[src/rtl/dsp_sched_pkg.sv]
// ---------------------------------------------------------------------------
// dsp_sched_pkg
// Shared types and constants for the DSP instruction scheduler.
//   - sched_state_t : scheduler FSM states
//   - INST_W        : width of an instruction word without the execute bit
//   - EXEC_BIT      : position of the execute bit on the controller bus
//   - *_LSB/*_MSB   : field positions inside an instruction word
//   - make_inst()   : packs the individual fields into one instruction word
// ---------------------------------------------------------------------------
package dsp_sched_pkg;

    localparam int INST_W   = 31;
    localparam int EXEC_BIT = 31;

    localparam int BRAM0_RADDR_LSB = 0;
    localparam int BRAM0_RADDR_MSB = 4;
    localparam int BRAM1_RADDR_LSB = 5;
    localparam int BRAM1_RADDR_MSB = 9;
    localparam int BRAM1_WADDR_LSB = 10;
    localparam int BRAM1_WADDR_MSB = 14;
    localparam int INMODE_LSB      = 15;
    localparam int INMODE_MSB      = 19;
    localparam int OPMODE_LSB      = 20;
    localparam int OPMODE_MSB      = 26;
    localparam int ALUMODE_LSB     = 27;
    localparam int ALUMODE_MSB     = 30;

    typedef enum logic [1:0] {
        IDLE = 2'd0,
        EXEC = 2'd1,
        GAP  = 2'd2
    } sched_state_t;

    function automatic logic [INST_W-1:0] make_inst(
        input logic [3:0] alumode,
        input logic [6:0] opmode,
        input logic [4:0] inmode,
        input logic [4:0] bram1_waddr,
        input logic [4:0] bram1_raddr,
        input logic [4:0] bram0_raddr
    );
        logic [INST_W-1:0] w;
        w = '0;
        w[ALUMODE_MSB:ALUMODE_LSB]         = alumode;
        w[OPMODE_MSB:OPMODE_LSB]           = opmode;
        w[INMODE_MSB:INMODE_LSB]           = inmode;
        w[BRAM1_WADDR_MSB:BRAM1_WADDR_LSB] = bram1_waddr;
        w[BRAM1_RADDR_MSB:BRAM1_RADDR_LSB] = bram1_raddr;
        w[BRAM0_RADDR_MSB:BRAM0_RADDR_LSB] = bram0_raddr;
        return w;
    endfunction

endpackage

[src/rtl/dsp_sched_fifo.sv]
// ---------------------------------------------------------------------------
// dsp_sched_fifo
// Synchronous instruction FIFO with push, pop, flush and an exact occupancy
// count.
//   clk      in   clock
//   reset    in   synchronous reset, active-low
//   i_push   in   write request (accepted unless full, or full with a pop)
//   i_pop    in   read request (ignored when empty)
//   i_flush  in   empty the FIFO; overrides push and pop
//   i_wdata  in   word to write
//   o_rdata  out  head word (combinational read of the head entry)
//   o_count  out  number of stored entries, 0..DEPTH
//   o_full   out  o_count == DEPTH
//   o_empty  out  o_count == 0
// ---------------------------------------------------------------------------
module dsp_sched_fifo
    import dsp_sched_pkg::*;
#(
    parameter int DEPTH = 8,
    parameter int WIDTH = INST_W
) (
    input  logic                     clk,
    input  logic                     reset,
    input  logic                     i_push,
    input  logic                     i_pop,
    input  logic                     i_flush,
    input  logic [WIDTH-1:0]         i_wdata,
    output logic [WIDTH-1:0]         o_rdata,
    output logic [$clog2(DEPTH):0]   o_count,
    output logic                     o_full,
    output logic                     o_empty
);

    localparam int AW = $clog2(DEPTH);

    logic [WIDTH-1:0] r_mem [DEPTH];
    logic [AW-1:0]    r_wr_ptr;
    logic [AW-1:0]    r_rd_ptr;
    logic [AW:0]      r_count;

    logic w_full;
    logic w_empty;
    logic w_pop_ok;
    logic w_push_ok;

    assign w_full   = (r_count == (AW+1)'(DEPTH));
    assign w_empty  = (r_count == '0);
    assign w_pop_ok = i_pop && !w_empty && !i_flush;
    // A full FIFO still takes a word when the head leaves in the same cycle.
    assign w_push_ok = i_push && !i_flush && (!w_full || w_pop_ok);

    // Pointers are AW bits wide, so they wrap mod DEPTH on their own.
    always_ff @(posedge clk) begin
        if (!reset) begin
            r_wr_ptr <= '0;
            r_rd_ptr <= '0;
            r_count  <= '0;
        end else if (i_flush) begin
            r_wr_ptr <= '0;
            r_rd_ptr <= '0;
            r_count  <= '0;
        end else begin
            if (w_push_ok) begin
                r_wr_ptr <= r_wr_ptr + AW'(1);
            end
            if (w_pop_ok) begin
                r_rd_ptr <= r_rd_ptr + AW'(1);
            end
            case ({w_push_ok, w_pop_ok})
                2'b10:   r_count <= r_count + (AW+1)'(1);
                2'b01:   r_count <= r_count - (AW+1)'(1);
                default: r_count <= r_count;
            endcase
        end
    end

    always_ff @(posedge clk) begin
        if (w_push_ok) begin
            r_mem[r_wr_ptr] <= i_wdata;
        end
    end

    assign o_rdata = r_mem[r_rd_ptr];
    assign o_count = r_count;
    assign o_full  = w_full;
    assign o_empty = w_empty;

endmodule

[src/rtl/dsp_inst_scheduler.sv]
// ---------------------------------------------------------------------------
// dsp_inst_scheduler
// Queues 31-bit BRAM/DSP instruction words from a host and issues them one
// at a time to the BRAM/DSP controller. The execute bit inst[31] is held high
// for EXEC_CYCLES, then low for GAP_CYCLES so the controller's step counter
// rearms before the next instruction.
//
// Handshake: a host word is taken on a rising clk edge when in_valid and
// in_ready are both high (in_ready = FIFO not full). One extra case: a word
// offered while the FIFO is full is still taken if the head is popped on the
// same edge. flush discards any word offered in that cycle.
//
// Ports:
//   clk          in   clock
//   reset        in   synchronous reset, active-low
//   in_valid     in   host instruction valid
//   in_ready     out  FIFO not full
//   in_inst      in   {alumode,opmode,inmode,bram1_waddr,bram1_raddr,bram0_raddr}
//   run          in   1 = issue from FIFO, 0 = hold in IDLE after current inst
//   flush        in   drop queued entries and abort the current instruction
//   inst         out  {execute, fields} to the controller (registered)
//   busy         out  FSM not in IDLE (registered)
//   done         out  1-cycle pulse on the last GAP cycle of a completed inst
//   fifo_count   out  queued entries
//   o_dbg_state  out  current FSM state (sched_state_t encoding)
//   retired_cnt  out  instructions completed     (DSP_SCHED_PERF_EN only)
//   busy_cnt     out  cycles with busy high      (DSP_SCHED_PERF_EN only)
//
// Build option: define DSP_SCHED_PERF_EN to add the two 32-bit performance
// counters. They wrap, clear on reset and are not affected by flush.
// ---------------------------------------------------------------------------
module dsp_inst_scheduler
    import dsp_sched_pkg::*;
#(
    parameter int DEPTH       = 8,
    parameter int EXEC_CYCLES = 6,
    parameter int GAP_CYCLES  = 1
) (
    input  logic                   clk,
    input  logic                   reset,
    input  logic                   in_valid,
    output logic                   in_ready,
    input  logic [INST_W-1:0]      in_inst,
    input  logic                   run,
    input  logic                   flush,
    output logic [INST_W:0]        inst,
    output logic                   busy,
    output logic                   done,
    output logic [$clog2(DEPTH):0] fifo_count,
    output logic [1:0]             o_dbg_state
`ifdef DSP_SCHED_PERF_EN
    ,
    output logic [31:0]            retired_cnt,
    output logic [31:0]            busy_cnt
`endif
);

    localparam int CNT_MAX = (EXEC_CYCLES > GAP_CYCLES) ? EXEC_CYCLES : GAP_CYCLES;
    localparam int CNT_W   = $clog2(CNT_MAX + 1);

    localparam logic [CNT_W-1:0] EXEC_LAST = CNT_W'(EXEC_CYCLES - 1);
    localparam logic [CNT_W-1:0] GAP_LAST  = CNT_W'(GAP_CYCLES - 1);
    // GAP count one before the last GAP cycle; only meaningful for GAP_CYCLES > 1.
    localparam logic [CNT_W-1:0] GAP_PRE   = CNT_W'((GAP_CYCLES > 1) ? GAP_CYCLES - 2 : 0);

    sched_state_t        r_state;
    logic [CNT_W-1:0]    r_cnt;
    logic [INST_W-1:0]   r_cur;
    logic [INST_W:0]     r_inst;
    logic                r_busy;
    logic                r_done;
    // Set while the GAP following a flushed instruction is running, so that
    // GAP does not report completion for it.
    logic                r_abort;

    logic                w_fifo_full;
    logic                w_fifo_empty;
    logic [INST_W-1:0]   w_head;
    logic                w_pop_slot;
    logic                w_pop;

    // The FIFO can only be popped from IDLE or from the last GAP cycle.
    assign w_pop_slot = (r_state == IDLE) || ((r_state == GAP) && (r_cnt == GAP_LAST));
    assign w_pop      = w_pop_slot && run && !flush && !w_fifo_empty;

    dsp_sched_fifo #(
        .DEPTH (DEPTH),
        .WIDTH (INST_W)
    ) u_fifo (
        .clk     (clk),
        .reset   (reset),
        .i_push  (in_valid),
        .i_pop   (w_pop),
        .i_flush (flush),
        .i_wdata (in_inst),
        .o_rdata (w_head),
        .o_count (fifo_count),
        .o_full  (w_fifo_full),
        .o_empty (w_fifo_empty)
    );

    always_ff @(posedge clk) begin
        if (!reset) begin
            r_state <= IDLE;
            r_cnt   <= '0;
            r_cur   <= '0;
            r_inst  <= '0;
            r_busy  <= 1'b0;
            r_done  <= 1'b0;
            r_abort <= 1'b0;
        end else begin
            r_done <= 1'b0;
            case (r_state)
                IDLE: begin
                    if (w_pop) begin
                        r_cur   <= w_head;
                        r_cnt   <= '0;
                        r_inst  <= {1'b1, w_head};
                        r_busy  <= 1'b1;
                        r_abort <= 1'b0;
                        r_state <= EXEC;
                    end
                end
                EXEC: begin
                    if (flush) begin
                        // Abort: execute falls next cycle, the gap still runs
                        // so the controller rearms, but no done is produced.
                        r_cnt            <= '0;
                        r_inst[EXEC_BIT] <= 1'b0;
                        r_abort          <= 1'b1;
                        r_state          <= GAP;
                    end else if (r_cnt == EXEC_LAST) begin
                        r_cnt            <= '0;
                        r_inst[EXEC_BIT] <= 1'b0;
                        r_done           <= (GAP_CYCLES == 1);
                        r_state          <= GAP;
                    end else begin
                        r_cnt <= r_cnt + CNT_W'(1);
                    end
                end
                GAP: begin
                    if (r_cnt == GAP_LAST) begin
                        if (w_pop) begin
                            r_cur   <= w_head;
                            r_cnt   <= '0;
                            r_inst  <= {1'b1, w_head};
                            r_abort <= 1'b0;
                            r_state <= EXEC;
                        end else begin
                            r_cnt   <= '0;
                            r_busy  <= 1'b0;
                            r_abort <= 1'b0;
                            r_state <= IDLE;
                        end
                    end else begin
                        r_cnt <= r_cnt + CNT_W'(1);
                        if ((GAP_CYCLES > 1) && (r_cnt == GAP_PRE) && !r_abort) begin
                            r_done <= 1'b1;
                        end
                    end
                end
                default: begin
                    r_state <= IDLE;
                    r_cnt   <= '0;
                    r_busy  <= 1'b0;
                    r_inst  <= {1'b0, r_cur};
                end
            endcase
        end
    end

    assign in_ready    = !w_fifo_full;
    assign inst        = r_inst;
    assign busy        = r_busy;
    assign done        = r_done;
    assign o_dbg_state = r_state;

`ifdef DSP_SCHED_PERF_EN
    logic [31:0] r_retired_cnt;
    logic [31:0] r_busy_cnt;

    always_ff @(posedge clk) begin
        if (!reset) begin
            r_retired_cnt <= '0;
            r_busy_cnt    <= '0;
        end else begin
            if (r_done) begin
                r_retired_cnt <= r_retired_cnt + 32'd1;
            end
            if (r_busy) begin
                r_busy_cnt <= r_busy_cnt + 32'd1;
            end
        end
    end

    assign retired_cnt = r_retired_cnt;
    assign busy_cnt    = r_busy_cnt;
`endif

endmodule

[config.mk]
export PLATFORM = sky130hd
export DESIGN_NAME = dsp_inst_scheduler
export DESIGN_NICKNAME = d
export VERILOG_FILES = /design/src/rtl/dsp_sched_pkg.sv /design/src/rtl/dsp_sched_fifo.sv /design/src/rtl/dsp_inst_scheduler.sv
export SDC_FILE = /design/constraint.sdc
export NUM_CORES = 1
export LEC_CHECK = 0
export ABC_AREA = 1
export BUFFER_PORTS_ARGS = -buffer_cell sky130_fd_sc_hd__buf_2
export CAP_MARGIN = 15
export CORE_UTILIZATION = 56
export CTS_CLUSTER_DIAMETER = 40
export DETAILED_ROUTE_END_ITERATION = 6
export GPL_TIMING_DRIVEN = 0
export PLACE_DENSITY = 0.86
export SYNTH_ARGS = -nofsm -noshare
export SYNTH_HDL_FRONTEND = slang
export SYNTH_SLANG_ARGS = --single-unit
[constraint.sdc]
create_clock -name clk -period 6.6 [get_ports clk]
set_input_delay 0.66 -clock clk [delete_from_list [all_inputs] [get_ports clk]]
set_output_delay 0.66 -clock clk [all_outputs]
set_load 0.02 [all_outputs]
==> out/results.txt <==
The placed instance count was 1944. By instance count, the cell type seen most on the critical path is sky130_fd_sc_hd__nand3_2. Type of the most critical hold path: input pin to flip-flop.

Among all stages on the critical path, the largest delay is contributed by sky130_fd_sc_hd__nor2_4. The tools report the number of maximum-capacitance violations as 0. The routed layout has 11300 vias.

The fraction of final layout cells sized beyond drive strength 1 was 13.8%; the post-route DRC violation count was 0. For the worst setup path, the data arrival time is 3.12 ns. The average instance area after synthesis was 9.38 µm². The first routing iteration left 1473 violations.

The number of diodes is 0, and the count of nets after finishing is 1704. Final hold analysis gives a worst-case slack of 0.400 ns. For the worst setup path, the data required time is 6.82 ns. The worst-case IR drop observed on VDD is 0.000213 V.

The count of different cell masters after synthesis was 34. Number of clock sinks: 331. For this run, asynchronously set or reset flops after synthesis account for 0%. By area the synthesized netlist is led by sky130_fd_sc_hd__edfxtp_1 52%, sky130_fd_sc_hd__nand2_1 16%, sky130_fd_sc_hd__dfxtp_1 12%, sky130_fd_sc_hd__nand3_1 4.7%, sky130_fd_sc_hd__nor2_1 3.7%.

The run finished with clean final reports. The post-synthesis register bit count works out to 331. The finished layout holds 2015 standard cells, fillers aside. The count of buffers added on input and output ports is 76. After technology mapping, the gate count stands at 1521.

For this design the ratio of total power to cell area is 340 nW/µm². Global routing used 28.6% of the available tracks. The later pin in the worst-skew pair is clocked with a latency of 0.52 ns. The H-tree was split into 2 levels. The logs give 0 for the count of nets left with antenna violations after detail routing and 0.0140 ns for the worst clock skew. The root buffer cell was sky130_fd_sc_hd__clkbuf_16.

The most frequent standard cell in the layout excluding fill and tap cells is sky130_fd_sc_hd__nand2_1. After layout, the worst path uses 43.9% of the clock period. Highest attainable clock frequency: 345 MHz. The flip-flop cell with the highest count after synthesis was sky130_fd_sc_hd__edfxtp_1. The number of global-route vias before repair came out at 11100. Buffers added to address setup during post-CTS repair amount to 0. The first global-routing pass estimated 57000 µm of wire. The total leakage power came out at 7.11 nW.

Vertical extent of the die: 162 µm. Before antenna repair, the detailed router went through 6 iterations. The width of the die was 162 µm; the number of warnings reported in the yosys synthesis log was 0.

Traced cell by cell, the critical path runs through inv_1 > ha_1 > nand3_2 > nand2_2 > nand3_2 > nand2_1 > nand3_1 > nor2_4 > buf_16. In this run the core area contains 58 standard-cell rows. The logs give 77 for the total I/O pin count and 36400 µm for the routed wire length. In this run the tightest slew margin relative to its limit is 48.3%. The initial antenna violation count was 0; the number of gates given a new drive strength after cts was 0.

For the pin with the worst max-slew slack, the measured transition is 0.776 ns. Setup repair after global routing left no endpoint under its margin. Register clock-pin slew on the reported worst setup and hold paths: 0.05 ns. The final count of pins violating max slew is 0. The starting density of the core is 56.8%.

The total overflow left after global routing is 0. Maximum count of clock buffers along a single path: 3. In the final routed layout, each cell accounts on average for 18.1 µm. Summed over all nets, the half-perimeter wirelength after detailed placement is 22900 µm. Setup total negative slack on the finished layout was measured at 0 ns. The number of flops mapped to enable cells by yosys is 248, and the post-synth net total is 1569.

For the number of buffers inserted by hold repair at cts, the log shows 0. The setup path with the least slack is of type flip-flop to flip-flop. Setup violations remaining at the end of the flow were counted as 0. Leaving out fill and tap cells, the most frequent cells in the layout are 592 x sky130_fd_sc_hd__nand2_1, 248 x sky130_fd_sc_hd__edfxtp_1, 135 x sky130_fd_sc_hd__nor2_1, 135 x sky130_fd_sc_hd__nand3_1, 117 x sky130_fd_sc_hd__inv_1.

The tools report the final worst slack as 3.70 ns. For the area enclosed by the die boundary, the log shows 26100 µm². The largest total area in the synthesized netlist belongs to sky130_fd_sc_hd__edfxtp_1. The final critical delay including setup and external delays was 2.90 ns; the delay of the slowest cell on the worst path was 0.66 ns.

TritonCTS built the clock tree. Along the worst path, the maximum fanout reaches 17. The area of the core region was 25100 µm²; the mean number of vias per cell was 5.59. The run gives 14300 µm² as the post-synth design cell area. The final weighted congestion of routability-driven global placement is 0.892. The count of endpoints failing hold in the final timing report came out at 0. Entering global routing, the biggest net connects 27 pins. The share of the Yosys chip area taken by registers is 63.9%. The area growth from synthesis to layout is 16.9%.

The number of clock buffers added by TritonCTS is 40. Timing analysis after detailed placement gives a worst setup slack of 3.69 ns. STA classifies the critical path startpoint as a flip-flop.

Critical path endpoint category: a flip-flop. Top cell type's share of synthesized area: 52.2%.
[kinds of logic (layout without fill, tap and decap cells)]
kind of cell / count (synthesis) / in the layout / share of synthesized area [%]
buf+inv: 199 / 363 / 6.40
xor+xnor: 3 / 3 / 0.184
flops: 331 / 331 / 63.9
fa+ha+maj: 12 / 12 / 1.05
compound gates: 85 / 85 / 3.09
simple gates: 891 / 891 / 25.4
[where the power goes]
group	internal (mW)	switching (mW)	total, mW
sequential	2.33	0.0548	2.39
clock	1.36	0.823	2.18
combinational	0.325	0.769	1.09
total	4.02	1.65	5.67
[per-stage QoR]
| stage | util, % | total power, mW | instance area (µm²) |
|---|---|---|---|
| floorplan | - | 3.15 | 14300 |
| global placement | 60.0 | 3.44 | 15100 |
| detailed placement | 61.1 | 3.49 | 15300 |
| CTS | 66.4 | 5.65 | 16700 |
| global route | 66.4 | 5.86 | 16700 |
| finish | 66.4 | 5.67 | 16700 |
[final cells by class]
type / instances / area [µm²]
inverters: 125 / 477
clock inverters: 18 / 233
flip-flops and latches: 331 / 9110
repair buffers: 93 / 622
clock buffers: 53 / 1090
plain buffers: 74 / 437
fillers: 1766 / 8440
multi-input cells: 991 / 4290
well taps: 330 / 413
[worst max-delay path: cells and delay by family, from the launching register on]
kind,cells,cell delay (ns)
buffers and inverters,2,0.38
adders and majority gates,1,0.33
DFF,1,0.37
and+or+nand+nor,6,1.50
[path summary, 6_finish.rpt]
path / from / endpoint / slack, ns / cells past startpoint
max: o_dbg_state[0] / u_fifo.r_mem[6][6] / 3.70 / 9
min: in_inst[19] / u_fifo.r_mem[1][19] / 0.40 / 1
max reg2reg: o_dbg_state[0] / u_fifo.r_mem[6][6] / 3.70 / 9
min reg2reg: u_fifo.r_rd_ptr[2] / u_fifo.r_rd_ptr[2] / 0.48 / 2
[per-layer routing]
metal,GRT usage (%),wire [µm],vias up
li1,-,-,5197
met5,0,0,-
met2,47.8,17600,737
met4,14.2,1580,0
met1,35.4,13300,5167
met3,5.88,3940,153
[flip-flops by register name (all words and copies together) (netlist names), named ones only]
signal           cells
r_cur               31
u_fifo.o_count       4
done                 1
r_cnt                3
u_fifo.r_wr_ptr      3
inst                32
o_dbg_state          2
u_fifo.r_mem       248
busy                 1
u_fifo.r_rd_ptr      3
[synth_stat cells (7+ instances only)]
master	instances
sky130_fd_sc_hd__nand2_1	592
sky130_fd_sc_hd__edfxtp_1	248
sky130_fd_sc_hd__nor2_1	139
sky130_fd_sc_hd__nand3_1	135
sky130_fd_sc_hd__inv_1	117
sky130_fd_sc_hd__dfxtp_1	83
sky130_fd_sc_hd__a21oi_1	46
sky130_fd_sc_hd__buf_2	31
sky130_fd_sc_hd__o21ai_1	30
sky130_fd_sc_hd__clkbuf_1	16
sky130_fd_sc_hd__buf_6	14
sky130_fd_sc_hd__ha_1	12
sky130_fd_sc_hd__buf_1	9
sky130_fd_sc_hd__nor3_1	7
Power figures use the tool's default switching activity.
